==> config.mk <==
export PLATFORM = sky130hd
export DESIGN_NAME = count_sequence_monitor
export DESIGN_NICKNAME = d
export VERILOG_FILES = /design/src/rtl/count_sequence_monitor.sv
export SDC_FILE = /design/constraint.sdc
export NUM_CORES = 1
export LEC_CHECK = 0
export ABC_AREA = 1
export CAP_MARGIN = 20
export CORE_MARGIN = 10
export CORE_UTILIZATION = 33
export CTS_CLUSTER_DIAMETER = 100
export DETAILED_ROUTE_END_ITERATION = 10
export SYNTH_ARGS = -nofsm -noshare
export SYNTH_HDL_FRONTEND = slang
export SYNTH_SLANG_ARGS = --single-unit
==> constraint.sdc <==
create_clock -name clk -period 4.35 [get_ports clk]
set_input_delay 1.0875 -clock clk [delete_from_list [all_inputs] [get_ports clk]]
set_output_delay 1.0875 -clock clk [all_outputs]
set_load 0.05 [all_outputs]
==> src/rtl/count_sequence_monitor.sv <==
// -----------------------------------------------------------------------------
// count_sequence_monitor
//
// Checks the output of a 2-bit mod-4 counter. count_in is sampled on edges
// where sample_en is high. The monitor locks after LOCK_LEN consecutive +1
// (mod 4) transitions. While locked it counts 3->0 wraps and flags any break
// in the sequence. After a break it drops back to SYNC and has to relock.
//
// Ports
//   clk         single clock; all logic on the rising edge
//   reset       synchronous, active-high; overrides every other input
//   count_in    counter value under observation (2 bits)
//   sample_en   count_in is sampled only on edges where this is 1
//   clr_err     synchronous clear of err_sticky and err_count
//   locked      1 while the FSM is in LOCKED
//   err_pulse   one-cycle pulse for each break detected in LOCKED
//   err_sticky  set by any counted error; held until clr_err or reset
//   wrap_count  3->0 transitions seen while LOCKED (wraps mod 2^WRAP_W)
//   err_count   counted errors, saturating at all-ones
//
// All outputs are registered. The effect of a sample is visible in the cycle
// after the edge that took the sample.
// -----------------------------------------------------------------------------
module count_sequence_monitor #(
    parameter int LOCK_LEN = 4,
    parameter int WRAP_W   = 8,
    parameter int ERR_W    = 8
) (
    input  logic              clk,
    input  logic              reset,
    input  logic [1:0]        count_in,
    input  logic              sample_en,
    input  logic              clr_err,
    output logic              locked,
    output logic              err_pulse,
    output logic              err_sticky,
    output logic [WRAP_W-1:0] wrap_count,
    output logic [ERR_W-1:0]  err_count
);

    localparam int RUN_W = $clog2(LOCK_LEN + 1);

    localparam logic [1:0] ST_IDLE   = 2'b00;
    localparam logic [1:0] ST_SYNC   = 2'b01;
    localparam logic [1:0] ST_LOCKED = 2'b10;

    localparam logic [ERR_W-1:0] ERR_MAX = '1;

    logic [1:0]        state_reg, state_next;
    logic [1:0]        prev_reg, prev_next;
    logic [RUN_W-1:0]  run_reg, run_next;
    logic              locked_reg;
    logic              err_pulse_reg;
    logic              err_sticky_reg, err_sticky_next;
    logic [WRAP_W-1:0] wrap_reg, wrap_next;
    logic [ERR_W-1:0]  err_cnt_reg, err_cnt_next;

    logic [1:0]        expected;
    logic              correct;
    logic [RUN_W-1:0]  run_inc;
    logic              lock_hit;
    logic              err_event;

    // The 2-bit add wraps 3 -> 0 by construction.
    assign expected = prev_reg + 2'd1;
    assign correct  = (count_in == expected);
    // run never exceeds LOCK_LEN-1, so run+1 still fits in RUN_W bits.
    assign run_inc  = run_reg + 1'b1;
    assign lock_hit = (run_inc == RUN_W'(LOCK_LEN));

    always_comb begin
        state_next = state_reg;
        prev_next  = prev_reg;
        run_next   = run_reg;
        wrap_next  = wrap_reg;
        err_event  = 1'b0;

        if (sample_en) begin
            prev_next = count_in;
        end

        case (state_reg)
            ST_IDLE: begin
                if (sample_en) begin
                    run_next   = '0;
                    state_next = ST_SYNC;
                end
            end
            ST_SYNC: begin
                if (sample_en) begin
                    if (correct) begin
                        if (lock_hit) begin
                            // A wrap on this entering edge is deliberately
                            // not counted.
                            run_next   = '0;
                            state_next = ST_LOCKED;
                        end else begin
                            run_next = run_inc;
                        end
                    end else begin
                        run_next = '0;
                    end
                end
            end
            ST_LOCKED: begin
                if (sample_en) begin
                    if (correct) begin
                        if (prev_reg == 2'd3) begin
                            wrap_next = wrap_reg + 1'b1;
                        end
                    end else begin
                        err_event  = 1'b1;
                        run_next   = '0;
                        state_next = ST_SYNC;
                    end
                end
            end
            default: begin
                // Unreachable encoding: go back to IDLE and start over.
                run_next   = '0;
                state_next = ST_IDLE;
            end
        endcase
    end

    // If an error and clr_err arrive on the same edge, the error wins. The
    // count restarts at 1 and the sticky flag stays set.
    always_comb begin
        err_cnt_next    = err_cnt_reg;
        err_sticky_next = err_sticky_reg;
        if (err_event) begin
            err_sticky_next = 1'b1;
            if (clr_err) begin
                err_cnt_next = ERR_W'(1);
            end else if (err_cnt_reg != ERR_MAX) begin
                err_cnt_next = err_cnt_reg + 1'b1;
            end
        end else if (clr_err) begin
            err_cnt_next    = '0;
            err_sticky_next = 1'b0;
        end
    end

    always_ff @(posedge clk) begin
        if (reset) begin
            state_reg      <= ST_IDLE;
            prev_reg       <= 2'd0;
            run_reg        <= '0;
            locked_reg     <= 1'b0;
            err_pulse_reg  <= 1'b0;
            err_sticky_reg <= 1'b0;
            wrap_reg       <= '0;
            err_cnt_reg    <= '0;
        end else begin
            state_reg      <= state_next;
            prev_reg       <= prev_next;
            run_reg        <= run_next;
            locked_reg     <= (state_next == ST_LOCKED);
            err_pulse_reg  <= err_event;
            err_sticky_reg <= err_sticky_next;
            wrap_reg       <= wrap_next;
            err_cnt_reg    <= err_cnt_next;
        end
    end

    assign locked     = locked_reg;
    assign err_pulse  = err_pulse_reg;
    assign err_sticky = err_sticky_reg;
    assign wrap_count = wrap_reg;
    assign err_count  = err_cnt_reg;

endmodule

After elaboration in Yosys (flattened, before gate mapping) --
Index checks and enable logic that the tools add are counted.
Word-level totals: bits in read-only memories 0, logic and storage cells 52, input bits 6, memories kept 0, bits in registers 26, output and inout port bits 19, RAM bits 0, latch bits 0
Cells by class: bitwise operators 0, div/mod/pow operators 0, order comparisons 0, multiply operators 0, shifts and indexed selects 0, equal/unequal tests 11, mux-type cells 23, add/sub/neg operators 4, reduce and logical (&&, ||, !) cells 6
Operator list (count):
- $mux W8 | 4
- $mux W3 | 6
- $add A8 B1 Y8 const B | 2
- $mux W2 | 6
- $pmux W3 S3 | 1
- $ne A2 B2 Y1 const B | 4
- $ne A8 B8 Y1 const B | 1
- $reduce_and A4 Y1 | 2
- $eq A2 B2 Y1 const B | 3
- $pmux W2 S3 | 1
- $mux W1 | 5
- $reduce_bool A2 Y1 | 2
- $add A3 B1 Y3 const B | 1
- $eq A3 B3 Y1 const B | 1
- $add A2 B1 Y2 const B | 1
- $eq A2 B1 Y1 const B | 1
- $eq A2 B2 Y1 | 1
- $logic_not A2 Y1 | 1
- $reduce_and A2 Y1 | 1

Depth between registers and ports, before layout --
Gate-level depths: netlist of run 1.
depth after elaboration 7, depth in mapped cells 11, depth with buffers taken out 11

Worst setup path after synthesis of run 1 --
No wires, ideal clock.
path type in2reg, from in sample_en, to reg err_cnt_reg[2] (netlist: err_count[2]), required time 4216 ps, stages 8, arrival time 1797 ps, slack 2419 ps, cells stage by stage buf_2 > nand2_1 > inv_1 > nand2_2 > nand2_1 > nand2_2 > nand2_1 > a21oi_1
On the way: cells in the longest elaborated chain, start to end 4, elaborated cells between the ends (all ways) 5, classes of those cells mux (3); reduce/logical (2)
RTL lines:
- from (decl) | RTL line 32 | input logic sample_en,
- $mux W1 * | RTL line 106 | if (sample_en) begin
- $mux W1 * | RTL line 82 | case (state_reg)
- $reduce_bool A2 Y1 (no line)
- $reduce_and A2 Y1 (no line)
- to (signal assigned) | RTL line 162 | err_cnt_reg <= err_cnt_next;
- to (decl) | RTL line 56 | logic [ERR_W-1:0] err_cnt_reg, err_cnt_next;
Every way passes the cells marked *; elsewhere a longest branch is shown, timed or not. A chain may end at the register's enable or synchronous reset.

Final worst setup path of run 1 --
from reg err_cnt_reg[0] (netlist: err_count[0]), to out err_count[0]
RTL lines:
- to (decl) | RTL line 38 | output logic [ERR_W-1:0] err_count
No word-level cell between the ends.

==> results of run 1 <==
through the flow:
stage | std cells | setup WS [ns]
2_1_floorplan | 213 | 2.42
3_3_place_gp | 284 | 1.71
3_5_place_dp | 284 | 1.72
4_1_cts | 287 | 1.68
5_1_grt | 287 | 1.63
6_report | 287 | 1.70
cells in the mapped netlist:
cell type,instances,share of area [%]
clkinv_4,1,0.62
a31oi_1,1,0.44
clkinv_1,1,0.26
nand2_4,1,0.79
nand3b_1,1,0.53
buf_2,1,0.35
dfxtp_1,26,37
ha_1,5,4.4
a21oi_1,20,7.0
xnor2_1,5,3.1
nor3_1,5,1.8
clkbuf_1,2,0.53
nor2_2,1,0.44
nand2_1,59,16
nand4_1,6,2.6
nor2_4,3,2.4
inv_1,26,6.9
inv_2,4,1.1
nand2_2,5,2.2
nor2_1,20,5.3
or2_2,1,0.44
o21ai_0,9,3.2
nand3_1,10,3.5
power breakdown:
part | switching (uW) | internal (uW) | leakage [uW] | total (uW)
clock network | 72.8 | 62.0 | 0.0000216 | 135
registers | 2.46 | 241 | 0.000210 | 243
logic | 25.1 | 13.9 | 0.000496 | 39.0
total | 100 | 316 | 0.000728 | 417
area by class of cell:
cell class,instances,share of cell area [%]
inverter,32,7.14
clock buffer,3,2.36
sequential,26,29.7
multi-input combinational,152,43.5
timing repair buffer,24,13.7
tap,50,3.57
cell families (layout without fill, tap and decap cells):
| kind of cell | count (synthesis) | count (layout) | synth area share [%] |
|---|---|---|---|
| AOI/OAI and AO/OA | 30 | 30 | 10.7 |
| DFF | 26 | 26 | 36.6 |
| and+or+nand+nor | 112 | 112 | 35.6 |
| xor gates and xnor gates | 5 | 5 | 3.08 |
| buffers and inverters | 35 | 59 | 9.68 |
| adders and majority gates | 5 | 5 | 4.40 |
worst min-delay path by stage:
stage,slack [ns],end
global route,0.50,err_sticky
CTS,0.47,err_sticky
detailed placement,0.46,err_sticky
floorplan,0.45,run_reg[2]
global placement,0.47,err_sticky
finish,0.47,err_sticky
placed cells by master (no fill, tap or decap), drive strengths merged:
master,count
o21ai,9
a31oi,1
ha,5
a21oi,20
nand2,65
clkdlybuf4s50,24
nand3,10
nand3b,1
clkinv,2
xnor2,5
dfxtp,26
inv,30
or2,1
nand4,6
nor3,5
clkbuf,3
nor2,24
layer usage:
metal	GRT usage, %	share of wire, %	vias up
met5	0	0	-
met4	2.10	0.45	0
met3	3.88	7.4	2
met2	14.5	44	28
met1	11.1	48	571
li1	-	-	726
==> results.cfg, run 1 <==
[clocking]
clock-root-buffer = clkbuf_8
cts.clk_slew.worst_paths_ns = 0.09
clk_latency_ns = 0.27
cts_made_buffers = 3
htree_levels = 1
cts_tree = done
hold_buffers = 0
clkSinkCount = 26
cts-resized-gates = 0
cts_buffer_depth = 2
post_cts_buffers = 0

[worst_hold_path]
whs_path_depth = 2
worstHoldStart = err_sticky
hold_class = reg -> reg

[timing]
setup_viol = 0
tightest_slew_ns = 0.732
rsz0062_at_grt = no
holdWs_ns = 0.470
final-max-slew-violation-count = 0
timing.slew.headroom_pct = 51.0
min_period_ns = 2.65
fmax_ghz = 0.377
finalCritPeriodShare_pct = 60.9
finClkSkew_ns = 0.00188
setup_tns_ns = 0
hold_viol = 0

[global_routing]
grt_overflow = 0
grt_max_degree = 18
grt_pass1_vias = 1257
antenna_found_initial = 0
grt_first_pass_wirelength_mm = 5.75
grt.total_usage_pct = 9.15

[status]
status = completed

[die]
core_area_sq_um = 4090
die_w_microns = 85.6
io_pins = 25
rows = 23
die_h_microns = 85.6
die_area_sq_um = 7330
initial_core_util_pct = 34.8

[setup_path]
critPathLaunch = err_count[0]
critPathSlowestCell = clkdlybuf4s50_1
worst_r2r_path_depth = 8
max_stage_delay_ns = 0.85
rrSetupSlack_ns = 2.67
start_kind = flip-flop
critPathCapture = err_count[0]
critical_path_depth = 1
worstPathCellList = clkdlybuf4s50_1
r2r-start = prev_reg[0]
path_buf_inv = 1
critPathKind = reg -> out
worst_ep_required_time_ns = 3.26
cp_max_fo = 6
worstPathArrival_ns = 1.56
critPathTopFamily = buffers and inverters
timing.rr.end = err_count[4]
crit_path_end_kind = output pin

[power_and_ir_drop]
peakVddDrop_uv = 171
powerDensity_nw_per_um2 = 238
power.total_uw = 417
power_leakage_uw = 0.000728

[drt]
vias = 1327
via_per_inst = 4.62
dr.first_iter.drc_count = 72
wl_mm = 3.30
drc = 0
firstDrtPassIters = 4
drtAntennaViolNets = 0
wl_per_cell_microns = 11.5

[logic_synthesis]
ys_ff_latch = 26
yosysSeqAreaShare_pct = 36.6
syn_inst = 213
synthesis.area_sq_um = 1420
syn-num-nets = 224
synthDistinctLibCells = 23
yosysWarnings = 0
avgSynthCellArea_sq_um = 6.67

[place]
place_congestion = 0.837
io_buffers = 24
placed_area_sq_um = 1710
dp_hpwl_mm = 2.45

[finish]
multi_input_area_sq_um = 763
post-route-util_pct = 42.9
num-fill-cells = 460
fin_nets = 250
register_area_sq_um = 520
stdcell_area_sq_um = 1750
area_delta_synth_final_pct = 23.3
drive_gt1_share_pct = 8.02
antenna_cells = 0

[run]
drv_cap = 0
No activity file was read; power rests on OpenSTA's default activity.
==> inputs of run 2 (changes only) <==
Clock period 4.35 ns to 2.4 ns, I/O delays scaled along.
==> run 2 against run 1 <==
Effect of this change: critical path depth is the same; setup slack lost 1.4 ns; critical endpoint is now err_count[2]; global-route usage is essentially flat; clock power grew 81%; power grew 82%.
==> results.cfg, run 2 (synthesis results as in run 1) <==
[setup_path]
critPathTopFamily = buffers and inverters
worstPathCellList = clkdlybuf4s50_1
critPathSlowestCell = clkdlybuf4s50_1
worstPathArrival_ns = 1.55
path_buf_inv = 1
max_stage_delay_ns = 0.85
worst_ep_required_time_ns = 1.80
crit_path_end_kind = output pin
start_kind = flip-flop
cp_max_fo = 7
critPathKind = reg -> out

[global_routing]
grt_overflow = 0
antenna_found_initial = 0
grt_first_pass_wirelength_mm = 5.76
grt.total_usage_pct = 9.13
grt_pass1_vias = 1313
grt_max_degree = 14

[die]
io_pins = 25
die_h_microns = 85.6
die_w_microns = 85.6
core_area_sq_um = 4090
initial_core_util_pct = 34.8
die_area_sq_um = 7330
rows = 23

[timing]
timing.slew.headroom_pct = 65.4
final-max-slew-violation-count = 0
tightest_slew_ns = 0.517
setup_tns_ns = 0
finClkSkew_ns = 0.00386
hold_viol = 0
holdWs_ns = 0.476
min_period_ns = 2.15
rsz0062_at_grt = no
fmax_ghz = 0.466
setup_viol = 0
finalCritPeriodShare_pct = 89.5

[clocking]
clock-root-buffer = clkbuf_8
htree_levels = 1
hold_buffers = 0
cts-resized-gates = 0
cts_buffer_depth = 2
cts_made_buffers = 3
clk_latency_ns = 0.26
cts_tree = done
post_cts_buffers = 0
cts.clk_slew.worst_paths_ns = 0.09
clkSinkCount = 26

[finish]
fin_nets = 254
drive_gt1_share_pct = 9.54
post-route-util_pct = 43.6
layout_commonest_cell = nand2_1
antenna_cells = 0
final_cell_mix = 59 x nand2_1, 26 x inv_1, 26 x dfxtp_1
num-fill-cells = 434
stdcell_area_sq_um = 1780
area_delta_synth_final_pct = 25.4

[drt]
dr.first_iter.drc_count = 71
drtAntennaViolNets = 0
drc = 0
via_per_inst = 4.68
wl_mm = 3.24
firstDrtPassIters = 5
vias = 1361
wl_per_cell_microns = 11.1

[place]
dp_hpwl_mm = 2.51
place_congestion = 0.822
placed_area_sq_um = 1740
io_buffers = 24

[status]
status = completed

[run]
drv_cap = 0

[power_and_ir_drop]
peakVddDrop_uv = 239
power_leakage_uw = 0.000746
powerDensity_nw_per_um2 = 426

[worst_hold_path]
hold_class = reg -> reg
run 2: worst paths after layout:
| check | startpoint | to | slack (ns) | cells after the start |
|---|---|---|---|---|
| max | err_count[2] | err_count[2] | 0.25 | 1 |
| min | run_reg[2] | run_reg[2] | 0.48 | 2 |
| max reg2reg | prev_reg[0] | err_count[5] | 0.72 | 10 |
| min reg2reg | run_reg[2] | run_reg[2] | 0.48 | 2 |
run 2: layout make-up:
| type | count | area, sq um | area share (%) |
|---|---|---|---|
| Tap cell | 50 | 62.6 | 3.51 |
| Inverter | 32 | 125 | 7.02 |
| Clock buffer | 3 | 41.3 | 2.32 |
| Multi-Input combinational cell | 152 | 763 | 42.8 |
| Timing Repair Buffer | 28 | 270 | 15.2 |
| Sequential cell | 26 | 520 | 29.2 |
run 2: through the flow:
stage                     cells  setup WS [ns]  total power (uW)
final                       291          0.253               760
after global routing        291          0.161               801
after CTS                   291          0.236               770
after detailed placement    288          0.315               526
after global placement      288          0.326               526
after floorplan             213          0.682               501
run 2: layer usage:
metal	track usage, %	part of all wire (%)
met4	2.25	0.46
met2	15.2	44
met3	3.60	7.8
met1	10.7	48
met5	0	0
run 2: report_power, final:
group          internal, uW  leakage [uW]  switching, uW
sequential              436      0.000210           4.49
clock                   112     0.0000216            132
combinational          28.4      0.000514           46.1
total                   577      0.000746            183
==> inputs of run 3 (changes only) <==
Settings changed: CAP_MARGIN 20 to default, GPL_TIMING_DRIVEN from default to 0.
==> run 3 against run 2 <==
Effect of this change: sequential cell count did not move; global-route usage rose by 0.26 points; largest power group unchanged; design area fell by 0.42%; die area did not move; non-clock buffer count fell by 3; setup slack got worse by 0.014 ns; utilization fell by 0.18 points; routed wire length fell by 0.62%.
==> results.cfg, run 3 (synthesis results as in run 1) <==
[power_and_ir_drop]
power_leakage_uw = 0.000740
powerDensity_nw_per_um2 = 493
peakVddDrop_uv = 266

[drt]
wl_mm = 3.22
vias = 1351
wl_per_cell_microns = 11.1
drtAntennaViolNets = 0
via_per_inst = 4.67
drc = 0
firstDrtPassIters = 4
dr.first_iter.drc_count = 80

[setup_path]
critical_path_depth = 1
start_kind = flip-flop
cp_max_fo = 7
critPathSlowestCell = clkdlybuf4s50_1
critPathKind = reg -> out
worst_r2r_path_depth = 8
critPathTopFamily = buffers and inverters
crit_path_end_kind = output pin
path_buf_inv = 1
worst_ep_required_time_ns = 1.80
worstPathCellList = clkdlybuf4s50_1
max_stage_delay_ns = 0.85
worstPathArrival_ns = 1.56

[clocking]
cts_tree = done
post_cts_buffers = 0
clkSinkCount = 26
clk_latency_ns = 0.27
cts-resized-gates = 0
cts.clk_slew.worst_paths_ns = 0.09
cts_made_buffers = 3
hold_buffers = 0
htree_levels = 1
cts_buffer_depth = 2
clock-root-buffer = clkbuf_8

[timing]
setup_tns_ns = 0
hold_viol = 0
setup_viol = 0
finClkSkew_ns = 0.00248
min_period_ns = 2.16
final-max-slew-violation-count = 0
tightest_slew_ns = 0.536
finalCritPeriodShare_pct = 90.1
rsz0062_at_grt = no
fmax_ghz = 0.463
timing.slew.headroom_pct = 64.3

[finish]
area_delta_synth_final_pct = 24.9
layout_commonest_cell = nand2_1
final_cell_mix = 59 x nand2_1, 26 x inv_1, 26 x dfxtp_1
stdcell_area_sq_um = 1780
drive_gt1_share_pct = 8.79
antenna_cells = 0
post-route-util_pct = 43.4
fin_nets = 251

[die]
die_h_microns = 85.6
die_w_microns = 85.6
core_area_sq_um = 4090
die_area_sq_um = 7330
rows = 23
io_pins = 25
initial_core_util_pct = 34.8

[global_routing]
grt_overflow = 0
use_met3_pct = 4.45
grt_pass1_vias = 1312
grt_max_degree = 16
grt_first_pass_wirelength_mm = 5.89
use_met2_pct = 14.6
busiest_layer = met2
groute.layer.met1.usage_pct = 11.6
antenna_found_initial = 0
grt.total_usage_pct = 9.39

[place]
place_congestion = 0.791
placed_area_sq_um = 1700
dp_hpwl_mm = 2.44
io_buffers = 22

[worst_hold_path]
hold_class = reg -> reg
whs_path_depth = 2

[run]
drv_cap = 0

[status]
status = completed
[run 3: metrics by stage]
step	hold WS (ns)	power (uW)	cells	worst slack, ns
2_1_floorplan	0.453	501	213	0.682
3_3_place_gp	0.458	521	285	0.225
3_5_place_dp	0.465	521	285	0.223
4_1_cts	0.480	893	289	0.209
5_1_grt	0.510	918	289	0.172
6_report	0.479	875	289	0.238
[run 3: path summary, 6_finish.rpt]
kind / start / slack [ns] / end
max: err_count[2] / 0.24 / err_count[2]
min reg2reg: err_sticky / 0.48 / err_sticky
max reg2reg: prev_reg[0] / 0.71 / err_count[4]
min: err_sticky / 0.48 / err_sticky
[run 3: area by class of cell]
| cell class | count | area (sq um) |
|---|---|---|
| flip-flops and latches | 26 | 520 |
| plain buffers | 3 | 12.5 |
| repair buffers | 22 | 220 |
| well taps | 50 | 62.6 |
| inverters | 32 | 125 |
| fillers | 451 | 2310 |
| clock buffers | 3 | 41.3 |
| multi-input cells | 152 | 763 |
| clock inverters | 1 | 30.0 |
[run 3: power by group]
part | leakage [uW] | switching [uW] | internal [uW]
registers | 0.000210 | 4.53 | 436
logic | 0.000494 | 46.2 | 23.5
clock network | 0.0000357 | 142 | 223
total | 0.000740 | 192 | 683
[run 3: per-layer routing]
metal / part of all wire, % / up-vias
li1: - / 724
met3: 9.0 / 2
met2: 44 / 29
met5: 0 / -
met4: 0.47 / 0
met1: 47 / 596
